$ cat src/rtl/wb_burst_reader.sv
// Wishbone incrementing-burst reader feeding a word FIFO drained by a valid/ready stream.
// Bus starts one cycle after request acceptance; stb is withheld whenever the FIFO would be full.
module wb_burst_reader #(
  parameter int BUF_ADDR_BITS = 4,
  parameter int LEN_BITS      = 8
) (
  input  logic                clk,
  input  logic                rst_n,
  input  logic                req_valid,
  output logic                req_ready,
  input  logic [29:0]         req_addr,
  input  logic [LEN_BITS-1:0] req_len,
  output logic                done,
  output logic                err,
  output logic                out_valid,
  output logic [31:0]         out_data,
  input  logic                out_ready,
  output logic                wbm_cyc_o,
  output logic                wbm_stb_o,
  output logic [29:0]         wbm_addr_o,
  output logic [2:0]          wbm_cti_o,
  output logic [1:0]          wbm_bte_o,
  output logic [3:0]          wbm_sel_o,
  output logic                wbm_we_o,
  input  logic [31:0]         wbm_data_i,
  input  logic                wbm_ack_i,
  input  logic                wbm_err_i
);

  localparam int DEPTH = 1 << BUF_ADDR_BITS;
  localparam logic [BUF_ADDR_BITS:0] FULL = {1'b1, {BUF_ADDR_BITS{1'b0}}};

  typedef enum logic [1:0] {S_IDLE, S_BURST, S_DONE} state_t;

  state_t              state_q, state_d;
  logic [29:0]         addr_q, addr_d;
  logic [LEN_BITS-1:0] rem_q, rem_d;
  logic                cyc_q, cyc_d;
  logic                stb_q, stb_d;
  logic                err_q, err_d;
  logic                rdy_q, rdy_d;

  logic [BUF_ADDR_BITS:0] wr_ptr_q, rd_ptr_q;
  logic [BUF_ADDR_BITS:0] count, count_nxt;
  logic [31:0]            mem_q [DEPTH];

  logic beat, abort, push, pop;

  // An error termination wins over a simultaneous ack: that beat is discarded.
  assign abort = stb_q & wbm_err_i;
  assign beat  = stb_q & wbm_ack_i & ~wbm_err_i;
  assign push  = beat;
  assign pop   = out_valid & out_ready;

  assign count     = wr_ptr_q - rd_ptr_q;
  assign count_nxt = count + {{BUF_ADDR_BITS{1'b0}}, push} - {{BUF_ADDR_BITS{1'b0}}, pop};

  always_comb begin
    state_d = state_q;
    addr_d  = addr_q;
    rem_d   = rem_q;
    cyc_d   = cyc_q;
    stb_d   = stb_q;
    err_d   = err_q;
    unique case (state_q)
      S_IDLE: begin
        if (req_valid && rdy_q) begin
          addr_d  = req_addr;
          rem_d   = req_len;
          err_d   = 1'b0;
          state_d = (req_len == '0) ? S_DONE : S_BURST;
        end
      end
      S_BURST: begin
        if (abort) begin
          err_d   = 1'b1;
          cyc_d   = 1'b0;
          stb_d   = 1'b0;
          state_d = S_DONE;
        end else if (beat && rem_q == LEN_BITS'(1)) begin
          addr_d  = addr_q + 30'd1;
          rem_d   = '0;
          cyc_d   = 1'b0;
          stb_d   = 1'b0;
          state_d = S_DONE;
        end else begin
          if (beat) begin
            addr_d = addr_q + 30'd1;
            rem_d  = rem_q - LEN_BITS'(1);
          end
          // Only strobe when the word it may fetch is guaranteed a slot.
          cyc_d = 1'b1;
          stb_d = (rem_d != '0) && (count_nxt != FULL);
        end
      end
      S_DONE: begin
        state_d = S_IDLE;
      end
      default: begin
        state_d = S_IDLE;
        cyc_d   = 1'b0;
        stb_d   = 1'b0;
      end
    endcase
    rdy_d = (state_d == S_IDLE);
  end

  always_ff @(posedge clk or negedge rst_n) begin
    if (!rst_n) begin
      state_q  <= S_IDLE;
      addr_q   <= '0;
      rem_q    <= '0;
      cyc_q    <= 1'b0;
      stb_q    <= 1'b0;
      err_q    <= 1'b0;
      rdy_q    <= 1'b0;
      wr_ptr_q <= '0;
      rd_ptr_q <= '0;
    end else begin
      state_q  <= state_d;
      addr_q   <= addr_d;
      rem_q    <= rem_d;
      cyc_q    <= cyc_d;
      stb_q    <= stb_d;
      err_q    <= err_d;
      rdy_q    <= rdy_d;
      wr_ptr_q <= wr_ptr_q + {{BUF_ADDR_BITS{1'b0}}, push};
      rd_ptr_q <= rd_ptr_q + {{BUF_ADDR_BITS{1'b0}}, pop};
    end
  end

  always_ff @(posedge clk) begin
    if (push) begin
      mem_q[wr_ptr_q[BUF_ADDR_BITS-1:0]] <= wbm_data_i;
    end
  end

  assign out_valid = (count != '0);
  assign out_data  = out_valid ? mem_q[rd_ptr_q[BUF_ADDR_BITS-1:0]] : 32'h0;

  assign req_ready  = rdy_q;
  assign done       = (state_q == S_DONE);
  assign err        = err_q;
  assign wbm_cyc_o  = cyc_q;
  assign wbm_stb_o  = stb_q;
  assign wbm_addr_o = addr_q;
  assign wbm_cti_o  = cyc_q ? ((rem_q == LEN_BITS'(1)) ? 3'b111 : 3'b010) : 3'b000;
  assign wbm_bte_o  = 2'b00;
  assign wbm_sel_o  = 4'b1111;
  assign wbm_we_o   = 1'b0;

endmodule

$ cat config.mk
export PLATFORM = sky130hd
export DESIGN_NAME = wb_burst_reader
export DESIGN_NICKNAME = d
export VERILOG_FILES = /design/src/rtl/wb_burst_reader.sv
export SDC_FILE = /design/constraint.sdc
export NUM_CORES = 1
export LEC_CHECK = 0
export CORE_MARGIN = 3
export CORE_UTILIZATION = 40
export DETAILED_ROUTE_END_ITERATION = 8
export PLACE_DENSITY_LB_ADDON = 0.05
export SYNTH_ARGS = -nofsm -noshare
export SYNTH_HDL_FRONTEND = slang
export SYNTH_SLANG_ARGS = --single-unit
$ cat constraint.sdc
create_clock -name clk -period 9.1 [get_ports clk]
set_input_delay 0.91 -clock clk [delete_from_list [all_inputs] [get_ports clk]]
set_output_delay 0.91 -clock clk [all_outputs]
set_load 0.01 [all_outputs]
* After elaboration in Yosys (flattened, before gate mapping)
Memory sizes are Yosys's and may differ from the RTL's.
Cells that the tools add are included.
Widths: inputs -> output; s select.
** Storage, ports and cells
- Bits in registers :: 54
- Bits in writable memories :: 512
- Input port bits :: 76
- Output and inout port bits :: 78
- Word-level logic and storage cells :: 75
- Memories :: 1
** Operators by class
- Add/sub/neg operators :: 7
- Equal/unequal tests :: 8
- Multiplexer cells :: 32
- Bitwise gates (word level) :: 5
- Reduce and logical (&&, ||, !) cells :: 13
** Memories
- mem_q :: words 16, bits a word 32, rd ports 1, clocked after Yosys merged registers in 0, write ports 1, line 45 : logic [31:0] mem_q [DEPTH];
** Operator list (number)
- $mux 30 :: 4
- $pmux 30 s2 :: 1
- $mux 8 :: 7
- $mux 32 :: 1
- $add 30x1->30 const B :: 1
- $pmux 8 s2 :: 1
- $add 5x1->5 :: 3
- $eq 8x1->1 const B :: 1
- $logic_not 8->1 :: 1
- $mux 1 :: 8
- $mux 2 :: 4
- $reduce_bool 8->1 :: 1
- $sub 8x1->8 const B :: 1
- $mux 3 :: 2
- $ne 2x2->1 const B :: 3
- $pmux 1 s2 :: 3
- $reduce_and 3->1 :: 2
- $ne 5x5->1 const B :: 1
- $reduce_bool 5->1 :: 1
- $sub 5x1->5 :: 1
- $sub 5x5->5 :: 1
- $and 1x1->1 :: 4
- $logic_not 2->1 :: 2
- $pmux 2 s2 :: 1
- 8 further kinds :: 10

* Longest topological paths before layout
- Depth after elaboration :: 11
- Depth in mapped cells :: 18
- Depth with buffers taken out :: 16

* Least setup slack after synthesis
No wires, ideal clock.
- Kind :: input-to-reg
- Start :: input wbm_err_i
- End :: memory mem_q[3][0] (enable)
- Library setup time :: 0.461 ns
- Data arrival time :: 3.915 ns
- Data required time :: 8.639 ns
- Path slack :: 4.724 ns
- Cell stages on the path :: 5
- Path buffers :: 1
- Path through :: nand3b_1 > inv_1 > buf_2 > nand3_1 > nor3_1
** On the way
- Word-level cells in the longest chain between the ends :: 4
** Ends and longest elaborated chain
- start: declaration :: line 27 : input logic wbm_err_i
- $not 1->1 :: line 51 : assign beat = stb_q & wbm_ack_i & ~wbm_err_i;
- $and 1x1->1 :: line 51
- $mux 1 :: line 133 : if (push) begin
- $mux 1 (implied by the code) :: line 134 : mem_q[wr_ptr_q[BUF_ADDR_BITS-1:0]] <= wbm_data_i;
- end: declaration :: line 45
No other way between the ends.

* Final worst setup path
- Start :: register rd_ptr_q[1]
- End :: output out_valid
** On the way
- Word-level cells in the longest chain between the ends :: 2
** Ends and longest elaborated chain
- start: declaration :: line 43 : logic [BUF_ADDR_BITS:0] wr_ptr_q, rd_ptr_q;
- start signal: assignment :: line 128 : rd_ptr_q <= rd_ptr_q + {{BUF_ADDR_BITS{1'b0}}, pop};
- $sub 5x5->5 :: line 55 : assign count = wr_ptr_q - rd_ptr_q;
- $reduce_bool 5->1 :: line 138 : assign out_valid = (count != '0);
- end: declaration :: line 15 : output logic out_valid,
No other way between the ends.

==> impl_metrics.json <==
{
  "relSlewSlack": 0.228,
  "clock_latency_ns": 0.61,
  "fmax_mhz": 176,
  "first_global_vias": 12600,
  "cts-hold-fix-buffers": 0,
  "fin_ws_ns": 3.41,
  "synth_compound_area_frac": 0.0362,
  "hold_viol": 0,
  "drc": 0,
  "setup_viol": 0,
  "cts_tree": "done",
  "worst_slew_pin_slew_ns": 1.16,
  "wirelength_um": 57400,
  "grt_overflow_total": 0,
  "peakVddDrop_uv": 205,
  "ys_seq_elements": 566,
  "rows": 87,
  "core_area_um2": 56700,
  "numPortBuffers": 146,
  "cts_setup_buffers": 0,
  "htreeDepth": 2,
  "fin_crit_sh": 0.625,
  "crit_type": "reg2out",
  "fin_nets": 1459,
  "area_growth_pct": 19.1,
  "hold_class": "in2async",
  "p_leak_nw": 8.95,
  "r2r-start": "rd_ptr_q[1]",
  "synthSimpleGateAreaFrac": 0.0477,
  "synth-edff-count": 512,
  "fillers": 4721,
  "synth_top_family_by_area": "multiplexers",
  "avgRoutedWirePerCell_um": 26.4,
  "yosysTopAreaCellShare": 0.666,
  "stdcell_count": 2172,
  "ys_types": 57,
  "post-dp-hpwl_um": 32000,
  "grt_antenna_before_repair": 6,
  "yosys.area.top_type": "edfxtp_1",
  "synth_cells": 1193,
  "synthArstFlopShare": 0.0954,
  "placed_area_um2": 25500,
  "cp-start-kind": "flip-flop",
  "gp_congestion": 0.803,
  "post_route_cells_drive_above_1_share": 0.216,
  "crit_arrival_ns": 4.78,
  "worstPathMaxFanout": 61,
  "antenna_left": 0,
  "tns_ns": 0,
  "grt_max_degree": 72,
  "skew_ns": 0.0107,
  "synth_area_leaders": "edfxtp_1 67%, mux4_2 16%, dfrtp_1 5.9%",
  "start_util": 0.407,
  "rr_worst_depth": 15,
  "syn-mean-instance-area_um2": 19.4,
  "pin_count": 154,
  "synth.mux.area_fraction": 0.157,
  "ys.warnings.count": 0,
  "rrSetupSlack_ns": 4.08,
  "regArea_um2": 16700,
  "cap_viol_max_count": 0,
  "clock_sinks": 566,
  "viasPerCell": 5.50,
  "period_minus_slack_ns": 5.69,
  "yosysSeqAreaShare": 0.724,
  "post-route-util": 0.485,
  "ys.flop_type": "edfxtp_1",
  "first_iter_violations": 903,
  "slew_violations": 0,
  "die_area_um2": 60700,
  "die_x_um": 246,
  "startpoint": "rd_ptr_q[1]",
  "fin_area_um2": 27500,
  "multiInputGateArea_um2": 6110,
  "cts_resized": 0,
  "cts_buffers": 59,
  "dpl.cell_count": 2061,
  "synth_area_um2": 23100,
  "required_ns": 8.19,
  "grt_use_total": 0.193,
  "cts_buffer_depth": 3,
  "pre_cts_slack_ns": 3.93,
  "rr_endpoint": "wbm_stb_o",
  "die_h_um": 246,
  "clkTransAtPathRegs_ns": 0.06,
  "vias": 11900,
  "synthAdderAreaFrac": 0.00986,
  "power_density_nw_per_um2": 320,
  "synthXorXnorAreaFrac": 0.00666,
  "drt_pre_antenna_iters": 5,
  "endpoint_kind": "output port",
  "run_status": "finished, final reports clean",
  "rsz0062_at_grt": "no",
  "clockRootBuffer": "clkbuf_16",
  "grt_first_pass_wirelength_um": 85200
}
-- critical path: stages, from the launching register on --
cell and delay (ns):
dfrtp_4 1.08, inv_1 0.20, ha_1 0.33, nand3b_1 0.08, nand2_1 0.07, xnor2_1 0.30
ha_1 0.21, nand3_1 0.13, a21oi_4 0.56, buf_4 0.45, inv_1 0.16, clkdlybuf4s50_1 0.57
-- per-layer routing --
| layer | share of wire | routed length (um) | vias up | GRT usage |
|---|---|---|---|---|
| li1 | - | - | 5242 | - |
| met1 | 0.45 | 25700 | 6366 | 0.276 |
| met2 | 0.49 | 28100 | 244 | 0.311 |
| met3 | 0.039 | 2250 | 84 | 0.0263 |
| met4 | 0.023 | 1340 | 2 | 0.0546 |
| met5 | 0.00016 | 9 | - | 0 |
-- sequential cells by signal, summed over array words and instances, names as in the netlist --
name	flops
mem_q	512
wbm_addr_o	30
rem_q	8
rd_ptr_q	5
wr_ptr_q	5
state_q	2
err	1
req_ready	1
wbm_cyc_o	1
wbm_stb_o	1
-- stage by stage --
stage                     total power, mW  hold slack (ns)
after floorplan                      5.28            0.465
after global placement               6.48            0.488
after detailed placement             6.49            0.488
after CTS                            8.95            0.458
after global routing                 9.28            0.501
final                                8.80            0.451
-- cells in the final DEF, fill, tap and decap left out, types with 11 or more instances in the layout --
cell type,n
ha_1,15
a21oi_1,31
nor2_4,12
clkinv_1,13
or3_1,11
xnor2_1,11
clkinv_2,13
clkdlybuf4s50_1,145
edfxtp_1,512
o21ai_0,31
nand2_1,34
inv_1,18
nor2b_1,34
mux4_2,160
buf_4,30
nor2_1,35
nand3_1,24
dfrtp_1,51
clkbuf_16,62
-- where the power goes --
group          switching, mW  internal (mW)
sequential             0.300           3.02
clock                  0.993           1.43
combinational           1.42           1.63
total                   2.72           6.08
-- cells by family after synthesis --
logic type | count (synthesis)
flip-flops | 566
AND/OR/NAND/NOR | 211
multiplexers | 163
AO/OA/AOI/OAI | 130
buffers and inverters | 88
adder cells (fa/ha/maj) | 17
XOR/XNOR | 16
other | 2
-- how the worst max path moves through the flow --
stage,cells after the start,endpoint,slack (ns)
after floorplan,5,mem_q[3][0],4.72
after global placement,11,out_valid,4.01
after detailed placement,11,out_valid,3.93
after CTS,11,out_valid,3.24
after global routing,11,out_valid,3.02
final,11,out_valid,3.41
-- Yosys cell counts (all sizes together) (3+ instances only) --
master / n
a211oi: 6
a21o: 6
a21oi: 33
a22o: 8
a22oi: 6
a311oi: 4
a31oi: 5
and2: 3
and3: 10
and4: 3
buf: 39
clkbuf: 30
dfrtp: 54
edfxtp: 512
ha: 15
inv: 19
mux2i: 3
mux4: 160
nand2: 34
nand2b: 7
nand3: 24
nand4: 7
nor2: 47
nor2b: 35
nor3: 14
nor4: 6
o211ai: 4
o21ai: 31
o22a: 3
o22ai: 8
o31ai: 4
or3: 11
or4: 3
xnor2: 11
xor2: 4
-- layout make-up --
cell class / instances / area share
Inverter: 19 / 0.00259
Clock inverter: 34 / 0.0116
Antenna cell: 4 / 0.000364
Timing Repair Buffer: 176 / 0.0611
Clock buffer: 73 / 0.0594
Tap cell: 756 / 0.0344
Multi-Input combinational cell: 544 / 0.222
Sequential cell: 566 / 0.608
Note: power is estimated with default switching activity, not from simulation.
==> variant, RTL diff (same settings) <==
Re-encode `state_t` (3 states) as one-hot, 3 bits wide.
--- a/src/rtl/wb_burst_reader.sv
+++ b/src/rtl/wb_burst_reader.sv
@@ -30,7 +30,7 @@
   localparam int DEPTH = 1 << BUF_ADDR_BITS;
   localparam logic [BUF_ADDR_BITS:0] FULL = {1'b1, {BUF_ADDR_BITS{1'b0}}};
 
-  typedef enum logic [1:0] {S_IDLE, S_BURST, S_DONE} state_t;
+  typedef enum logic [2:0] {S_IDLE = 3'b001, S_BURST = 3'b010, S_DONE = 3'b100} state_t;
 
   state_t              state_q, state_d;
   logic [29:0]         addr_q, addr_d;
Function: no difference found for any inputs over 4 cycles, from zero or initial values and one cycle with rst_n low; so few cycles prove little.
==> variant against the original RTL <==
Non-clock buffer count did not move. Combinational power fell by 3%. Sequential cell count rose by 1. Synthesized area rose by 0.46%. Critical endpoint is now out_data[4]. Cell count barely moved. Wire length fell by 1.1%. Critical path depth fell by 5. Setup slack improved by 0.033 ns. First-iteration DRC count rose by 6.0%. Power fell by 2.7%. Design area rose by 0.32%. Register-to-register slack improved by 0.06 ns.
==> variant: results (changes against the original RTL) <==
final wirelength=56800 µm (-1.1%); max FFs per register=512 (unchanged); vias=11943 (+0.042%); post-CTS setup buffers=0 (unchanged); total CTS buffers=59 (unchanged); top sig layer=met4; status=completed; post-route clock skew=0.0214 ns (+0.0107 ns); final critical-path required period=5.66 ns (-0.0334 ns); DP HPWL=31200 µm (-2.5%); Reg2Reg Setup Slack=4.14 ns (+0.06 ns); Total GRT Usage=19.1% (-0.16 points); DP Worst Slack=3.85 ns (-0.0795 ns); first-pass GRT wire length=84900 µm (-0.32%); worst vdd ir=0.157 mV (-24%); clock root buffer=clkbuf_16; largest net degree at the start of global routing=70 (-2.8%); Critical Path Fanout Max=48 (-21%); DR WL met3=2100 µm (-6.5%); CTS HTree Levels=2 (unchanged); Syn. warnings=0 (unchanged); Critical path origin=rd_ptr_q[0]$_DFF_PN0_; Setup crit end=out_data[4]; layout cell share with drive strength beyond 1=22.3% (+0.75 points); Layout Cells excl Fill=2174 (+0.092%); clock latency on the worst-skew pair=0.62 ns; Max stage delay on crit path=0.85 ns (-0.23 ns); Layout Nets=1459 (unchanged); Worst Max-Slew Pin Slew=1.08 ns (-0.0803 ns); Routed met1 length=25100 µm (-2.2%); Synth Instances=1194 (+0.084%); Worst path top cell family by delay=buffers and inverters; PortBufs=146 (unchanged); CP max stage cell=buf_4; post-synthesis sequential area ratio=72.2% (-0.22 points); routed wl met2=28300 µm (+0.63%); RePlAce Congestion=0.795 (-1.0%); Reg2Reg Depth=16 (+1); Worst Path Arrival=4.75 ns (-0.03 ns); Placed Cells=2061 (unchanged); initial antenna violation count=5 (-1); commonest cells in the netlist=512 x edfxtp_1, 160 x mux4_2, 54 x dfrtp_1; Reg clk slew, reported paths=0.06 ns (about the same); 1st-iter DRT viols=957 (+6.0%); CTS max path bufs=3 (unchanged); Static Leak=8.98 nW (+0.33%); post-synthesis async set-or-reset flop share=9.70% (+0.16 points); Netlist cell types=71 (+25%); vias in the first global route=12650 (+0.67%); Area contributors post-synth=edfxtp_1 66%, mux4_2 16%, dfrtp_1 5.8%, nor2b_1 0.86%, ha_1 0.81%
variant: cell types whose count changed in the layout (fill, tap and decap cells not counted), moves of 5 or more:
cell,change
o21ai_0,-27
o22a_1,+7
o21ai_1,+14
nor2_1,-5
nand2_1,+6
or3_1,-8
a22o_1,-6
a21oi_1,+6
variant: cell type report:
| class | instances | area, µm² |
|---|---|---|
| diodes | 4 | 10.0 |
| clock buffers | 68 | 1550 |
| multi-input cells | 541 | 6130 |
| clock inverters | 41 | 433 |
| well taps | 756 | 946 |
| repair buffers | 176 | 1680 |
| fillers | 4720 | 29300 |
| inverters | 21 | 78.8 |
| flip-flops and latches | 567 | 16800 |
variant: where the power goes:
part | internal [mW] | switching (mW) | total [mW]
logic | 1.56 | 1.39 | 2.95
clock network | 1.44 | 1.00 | 2.45
registers | 2.98 | 0.194 | 3.17
total | 5.98 | 2.58 | 8.56
variant: cell families after synthesis:
logic type               synth area share, %
adder cells (fa/ha/maj)                0.982
XOR/XNOR                               0.663
AND/OR/NAND/NOR                         4.99
other                                 0.0324
multiplexers                            15.7
buffers and inverters                   1.96
AO/OA/AOI/OAI                           3.46
flip-flops                              72.2
variant: metrics by stage:
step                      cell area, µm²  power (mW)  utilization (%)  hold slack [ns]
after floorplan                    23200        5.13                -            0.464
after global placement             25600        6.21             45.0            0.479
after detailed placement           25600        6.23             45.0            0.486
after CTS                          27600        8.71             48.4            0.454
after global routing               27600        9.03             48.5            0.514
final                              27600        8.56             48.5            0.455
variant: layer usage:
metal / vias up / track usage, %
li1: 5255 / -
met1: 6356 / 26.4
met2: 251 / 31.9
met3: 81 / 2.56
met4: 0 / 5.52
met5: - / 0
